## config.mk

```make
export PLATFORM = sky130hd
export DESIGN_NAME = exhaustive_stim_capture
export DESIGN_NICKNAME = d
export VERILOG_FILES = /design/src/rtl/exhaustive_stim_capture.sv
export SDC_FILE = /design/constraint.sdc
export NUM_CORES = 1
export LEC_CHECK = 0
export ABC_AREA = 0
export ABC_CLOCK_PERIOD_IN_PS = 1760
export BUFFER_PORTS_ARGS = -buffer_cell sky130_fd_sc_hd__buf_2
export CAP_MARGIN = 20
export CORE_MARGIN = 2
export CORE_UTILIZATION = 47
export CTS_CLUSTER_SIZE = 14
export DETAILED_ROUTE_END_ITERATION = 8
export GPL_TIMING_DRIVEN = 0
export PLACE_DENSITY = 0.71
export SLEW_MARGIN = 20
export SYNTH_ARGS = -nofsm -noshare
export SYNTH_HDL_FRONTEND = slang
export SYNTH_SLANG_ARGS = --single-unit
```

## constraint.sdc

```tcl
create_clock -name CK -period 1.76 [get_ports CK]
set_clock_uncertainty 0.15 [all_clocks]
set_input_delay 0.352 -clock CK [delete_from_list [all_inputs] [get_ports CK]]
set_output_delay 0.352 -clock CK [all_outputs]
set_load 0.03 [all_outputs]
```

## src/rtl/exhaustive_stim_capture.sv

```systemverilog
// exhaustive_stim_capture: exhaustive input sweep of a single-output DUT with truth-table capture and drain
//
// Ports:
//   CK          clock, all state changes on the rising edge
//   reset       synchronous active-high reset
//   start       begin a sweep (only honoured while idle)
//   N_out       pattern driven onto the DUT inputs, N_out[0] is the MSB
//   dut_out     DUT single-bit response
//   busy        high from APPLY through DONE
//   done        one-cycle pulse after the last drained entry
//   rd_valid    drain entry valid
//   rd_ready    downstream accepts the current entry
//   rd_pattern  pattern index of the current drain entry
//   rd_response captured response for rd_pattern
//   truth_table bit i holds the response sampled for pattern i
//   ones_count  number of 1 responses in the sweep
module exhaustive_stim_capture #(
    parameter int N_WIDTH       = 3,
    parameter int SETTLE_CYCLES = 1
) (
    input  logic                    CK,
    input  logic                    reset,
    input  logic                    start,
    output logic [0:N_WIDTH-1]      N_out,
    input  logic                    dut_out,
    output logic                    busy,
    output logic                    done,
    output logic                    rd_valid,
    input  logic                    rd_ready,
    output logic [N_WIDTH-1:0]      rd_pattern,
    output logic                    rd_response,
    output logic [(1<<N_WIDTH)-1:0] truth_table,
    output logic [N_WIDTH:0]        ones_count
);
    localparam int DEPTH = 1 << N_WIDTH;
    localparam int SW    = SETTLE_CYCLES > 1 ? $clog2(SETTLE_CYCLES) : 1;

    localparam logic [1:0] S_IDLE  = 2'd0;
    localparam logic [1:0] S_APPLY = 2'd1;
    localparam logic [1:0] S_DRAIN = 2'd2;
    localparam logic [1:0] S_DONE  = 2'd3;

    localparam logic [N_WIDTH-1:0] PAT_LAST    = '1;
    localparam logic [SW-1:0]      SETTLE_LAST = SW'(SETTLE_CYCLES - 1);

    logic [1:0]         state_q, state_d;
    logic [N_WIDTH-1:0] pat_q, pat_d;
    logic [N_WIDTH-1:0] idx_q, idx_d;
    logic [SW-1:0]      settle_q, settle_d;
    logic [DEPTH-1:0]   tt_q, tt_d;
    logic [N_WIDTH:0]   ones_q, ones_d;

    always_comb begin
        state_d  = state_q;
        pat_d    = pat_q;
        idx_d    = idx_q;
        settle_d = settle_q;
        tt_d     = tt_q;
        ones_d   = ones_q;
        case (state_q)
            S_IDLE: begin
                if (start) begin
                    state_d  = S_APPLY;
                    pat_d    = '0;
                    idx_d    = '0;
                    settle_d = '0;
                    tt_d     = '0;
                    ones_d   = '0;
                end
            end
            S_APPLY: begin
                if (settle_q == SETTLE_LAST) begin
                    tt_d[pat_q] = dut_out;
                    ones_d      = ones_q + {{N_WIDTH{1'b0}}, dut_out};
                    // The final pattern stays on N_out through DRAIN, so the
                    // pattern counter never wraps back to 0 inside a sweep.
                    if (pat_q == PAT_LAST) begin
                        state_d = S_DRAIN;
                    end else begin
                        pat_d    = pat_q + 1'b1;
                        settle_d = '0;
                    end
                end else begin
                    settle_d = settle_q + 1'b1;
                end
            end
            S_DRAIN: begin
                if (rd_ready) begin
                    idx_d = idx_q + 1'b1;
                    if (idx_q == PAT_LAST) state_d = S_DONE;
                end
            end
            default: begin
                // DONE: return the DUT inputs to pattern 0 for the idle period.
                state_d = S_IDLE;
                pat_d   = '0;
            end
        endcase
    end

    always_ff @(posedge CK) begin
        if (reset) begin
            state_q  <= S_IDLE;
            pat_q    <= '0;
            idx_q    <= '0;
            settle_q <= '0;
            tt_q     <= '0;
            ones_q   <= '0;
        end else begin
            state_q  <= state_d;
            pat_q    <= pat_d;
            idx_q    <= idx_d;
            settle_q <= settle_d;
            tt_q     <= tt_d;
            ones_q   <= ones_d;
        end
    end

    assign N_out       = pat_q;
    assign busy        = state_q != S_IDLE;
    assign done        = state_q == S_DONE;
    assign rd_valid    = state_q == S_DRAIN;
    assign rd_pattern  = idx_q;
    assign rd_response = rd_valid & tt_q[idx_q];
    assign truth_table = tt_q;
    assign ones_count  = ones_q;
endmodule

```

Word level (Yosys, flattened, before mapping)
Cells that the tools add are included.
Storage, ports and cells
  flip-flop bits (word level): 21
  bits in writable memories: 0
  logic and storage cells: 62
  memories kept: 0
  memory bits (read-only): 0
  output and inout port bits: 22
  latch bits: 0
Cells by class
  add/sub/neg operators: 4
  reduce and logical (&&, ||, !) cells: 10
  multipliers: 0
  shift operators: 0
  bitwise gates (word level): 2
  mux-type cells: 26
  div/mod/pow operators: 0
  order comparisons: 3
  equality and inequality tests: 11
Operators with widths (number)
  $mux 8: 2
  $pmux 8 s2: 1
  $mux 3: 4
  $mux 2: 5
  $pmux 3 s3: 1
  $bwmux 8: 1
  $lt 3x4->1 const B: 2
  $mux 4: 2
  $ne 2x2->1 const B: 4
  $pmux 4 s2: 1
  $add 3x1->3 const B: 2
  $eq 3x3->1 const B: 2
  $pmux 2 s3: 1
  $pmux 3 s2: 1
  $reduce_and 3->1: 2
  $reduce_bool 2->1: 3
  $reduce_and 5->1: 1
  $add 4x1->4: 1
  $eq 2x2->1 const B: 2
  $mux 1: 4
  $ne 2x1->1 const B: 2
  $reduce_and 4->1: 1
  $bmux 1 s3: 1
  $demux 1 s3: 1
  9 further kinds: 9

Logic depth before layout (Yosys ltp)
  depth after elaboration: 7
  gate-level depth with buffers: 7

Worst setup path before layout
No wires, ideal clock.
  path type: register to register
  start: reg state_q[0]
  end: reg state_q[1]
  library setup time: 0.128 ns
  arrival time: 1.631 ns
  setup slack: -0.148 ns
  buffers on the path: 1
  clock period less this slack: 1.908 ns
  stages on the path, launching flop included: 8
  cell sequence: dfxtp_1 inv_1 ha_1 clkbuf_1 nor2b_1 nor4_4 mux2i_1 nor2_1
Between the ends
  word-level cells in the longest chain between the ends: 3
  elaborated cells on any way between the ends: 10
  classes of those cells: eq/ne (7); mux (1); reduce/logical (2)
RTL lines
  start: declaration: line 46  | logic [1:0] state_q, state_d;
  start signal: assignment: line 110  | state_q <= state_d;
  $eq 2x2->1 (*)
  net rd_valid: line 28  | output logic rd_valid,
  $ne 2x1->1 (no line)
  $reduce_and 5->1 (no line)
Mark *: on every way through the listed nets, which the timed path passes. The rest lies on a longest branch.
A chain may end at the register's enable or synchronous reset.

Worst setup path in the final report
  start: reg idx_q[0], in the netlist rd_pattern[0]
  end: out rd_response
Between the ends
  word-level cells in the longest chain between the ends: 3
RTL lines
  start: declaration: line 48  | logic [N_WIDTH-1:0] idx_q, idx_d;
  start signal: assignment: line 112  | idx_q <= idx_d;
  $bmux 1 s3: line 124  | assign rd_response = rd_valid & tt_q[idx_q];
  $mux 1 (implied by the code): line 124
  $and 1x1->1: line 124
  end: declaration: line 31  | output logic rd_response,
Every way passes these cells. The select of a mux whose other input is x is not followed.

==> summary by stage <==
Run status
The run finished, with violations left. The final reports fail on setup timing.

Placement
Detailed placement ended at an HPWL of 1850 um. Before CTS, the worst setup slack after placement is -255 ps. The placed standard-cell area is 1310 sq um. At the end of routability-driven placement, the weighted congestion stood at 0.751. Counting tap cells, the placed design contains a total of between 150 and 200 instances. During placement, the flow inserted port buffers numbering 26.

Yosys
The post-synthesis sequential area ratio is 35.4%. Yosys printed 0 warnings. The share of synthesized flip-flops with an asynchronous set or reset is 0%. The gate count after technology mapping is 120. In this run, distinct cell masters in the synthesized netlist total 38. In this run, synthesis inferred 0 flip-flops with an integrated enable. Counting every net in the synthesized netlist gives 136. In this run the cell area of the synthesized design comes to 1130 sq um.

The mean cell area of the mapped netlist is 9.44 sq um. The number of register bits inferred by synthesis is 20. The most used flip-flop cell after synthesis is dfxtp_1.

Setup path
Traced cell by cell, the critical path runs through mux4_2, mux2i_1, nor2_2, buf_6. The type of the worst setup path is reg -> out. The data arrival time of the critical path is 1520 ps. At the worst endpoint, the required time is 1260 ps. The slowest stage of the critical path belongs to the cell mux4_2. Measured in cells, the most critical reg-to-reg path has a length of 6. The nature of the critical path endpoint is an output pin. The endpoint identified for the worst register-to-register timing path is state_q[1]. The slack of the worst reg-to-reg path is 70 ps.

The critical path's largest stage delay is 480 ps. The type of origin of the critical path is a register. The maximum fanout along the worst path is 2. The startpoint of the worst register-to-register path is state_q[1].

Power
The leakage power is 0.672 nW. Dividing total power by cell area gives a power density of roughly 1300 nW/um^2. Power comes to 2.01 mW. IR analysis of the VDD net gives a maximum drop of 0.000949 V.

CTS
Counting along the longest clock path gives a buffer depth of 2. TritonCTS built the clock tree. After clock tree synthesis, the clock-pin slew on the worst setup and hold paths is around 120 ps. In this run the number of H-tree levels came out at 1. The clock reaches the later pin of the worst-skew pair after 300 ps. The cell at the root of the clock tree is clkbuf_4. The TritonCTS sink count is 20. The clock buffer count from CTS is 3. After clock tree synthesis, the flow added hold-fix buffers numbering 0.

Detailed routing
Dividing the detail-routed via count by the number of cells gives 5.58. The routed layout has 1,026 vias. Dividing the detail-routed wire length by the instance count gives 14.1 um.

The remaining design rule violation count is 0. The pre-antenna-repair detailed-routing pass consisted of 4 iterations. After detailed routing, the total wire length is 2600 um. The violation count after the first detailed-routing iteration is 14. In this run the remaining antenna-violating nets after routing total 0.

Die
The floorplan row count is 17. The die area is 2820 sq um. The die width is 53.1 um. Measured along the y axis, the die boundary spans 53.1 um. The area of the core is about 2300 sq um. Once the floorplan was initialized, standard cells occupied 50.2% of the core. The number of primary I/O pins is 27.

Global route
The all-layer global routing usage is 19.9%. The wire length of the first global-routing pass is around 4100 um. The via count of the first global-routing pass is around 970. The total global routing overflow is 0.

Entering global routing, the biggest net connects 13 pins. The initial antenna violation count is 0.

STA
Setup repair after global routing could not meet its margin everywhere. The count of pins over their slew limit is 0. The number of setup violations in the final report is 1. Measured against its own limit, the worst slew margin works out to between 60 and 70%. The minimum hold slack is 143 ps.

The maximum frequency from static timing analysis is 494 MHz. After layout, the minimum clock period comes to roughly 2000 ps. The final critical path takes up 115% of the cycle. At the pin with the least slew margin, the transition time is 467 ps. For the final routed database, the setup TNS stands at -266 ps. The number of hold violations in the final report is 0. The final worst slack is -266 ps.

Min path
For hold timing, the worst endpoint is N_out[2]. The min-delay analysis places its worst path in the category in -> reg. The startpoint identified for the worst hold timing path is reset. Counting instances, the worst hold path has a depth of 2.

Flow run
The count of maximum capacitance violations is 0.

Cells and area
The finished layout holds 184 standard cells, fillers aside. The commonest non-fill, non-tap cell in the layout is buf_2. In the layout the commonest cells are buf_2 (26), dfxtp_1 (14), nand2_1 (12), nor2_1 (10), mux2i_1 (8).

At the end of the flow the core is filled with cells to 67.9%. 0 antenna diodes ended up in the layout. With fillers left out, the area of the finished cells amounts to about 1500 sq um. The share of layout cells above drive strength 1 is between 40% and 50%.

The area overhead of the layout relative to synthesis is 35.1%. The number of filler cells placed in the layout is between 150 and 200. The final layout contains 173 nets.
==> flip-flops by register name (all words and copies together), names as in the netlist <==
signal and cells:
N_out 3, ones_count 4, rd_pattern 3, state_q 2, truth_table 8
==> layout make-up <==
type	count	area, sq um	share of cell area (%)
multi-input cells	90	793	51.8
clock inverters	1	30.0	1.96
well taps	28	35.0	2.29
inverters	5	18.8	1.23
plain buffers	4	26.3	1.72
repair buffers	33	189	12.3
clock buffers	3	22.5	1.47
flip-flops and latches	20	415	27.1
==> how the worst max path moves through the flow <==
stage	from	endpoint	slack, ps	cells after the start
finish	rd_pattern[0]	rd_response	-270	4
global route	rd_pattern[0]	rd_response	-330	4
CTS	rd_pattern[0]	rd_response	-290	4
detailed placement	state_q[1]	truth_table[6]	-250	7
global placement	state_q[1]	truth_table[5]	-210	7
floorplan	N_out[2]	state_q[1]	-40	6
==> Yosys cell counts (2+ instances only) <==
master / count / share of area (%)
a21oi_1: 4 / 1.8
clkbuf_1: 3 / 0.99
nand2_1: 12 / 4.0
ha_1: 11 / 12
dfxtp_1: 20 / 35
nand2b_1: 2 / 1.1
mux2i_1: 9 / 8.0
nand3_1: 4 / 1.8
nand3b_1: 3 / 2.0
nor2b_1: 3 / 1.7
inv_1: 5 / 1.7
o31ai_1: 2 / 1.3
a32oi_1: 2 / 1.5
a22oi_1: 3 / 2.0
or4_1: 2 / 1.3
nand4_1: 2 / 1.1
a31oi_1: 2 / 1.1
nor2_1: 11 / 3.6
==> critical path: cells and delay by family (launching register included) <==
| family | cells | cell delay, ps |
|---|---|---|
| AND/OR/NAND/NOR | 1 | 50 |
| buffers and inverters | 1 | 140 |
| multiplexers | 2 | 660 |
| flip-flops | 1 | 370 |
==> routing by layer <==
metal  part of all wire (%)  GRT usage [%]  wire length (um)
met2                     49           33.1              1280
met3                    2.8           2.82                73
met1                     47           25.9              1230
met4                   0.35           7.26                 9
met5                      0              0                 0
==> timing repair <==
| item | 4_1_cts | 5_1_grt |
|---|---|---|
| gates resized for setup | 24 | 9 |
| pin swaps | 2 | 1 |
| endpoints found under the setup margin | 15 | 7 |
| buffers inserted | 4 | 3 |
==> power breakdown <==
| part | total [mW] | switching [mW] | internal [mW] |
|---|---|---|---|
| logic | 1.08 | 0.602 | 0.480 |
| clock network | 0.380 | 0.149 | 0.230 |
| registers | 0.550 | 0.0440 | 0.506 |
| total | 2.01 | 0.795 | 1.22 |
==> cell families (layout without fill, tap and decap cells) <==
logic type | Yosys count | after routing | share of synthesized area [%]
buf+inv | 10 | 46 | 3.76
mux | 11 | 11 | 10.9
compound gates | 21 | 21 | 13.0
fa+ha+maj | 11 | 11 | 12.2
simple gates | 47 | 47 | 24.8
flops | 20 | 20 | 35.4
Power figures use the tool's default switching activity.
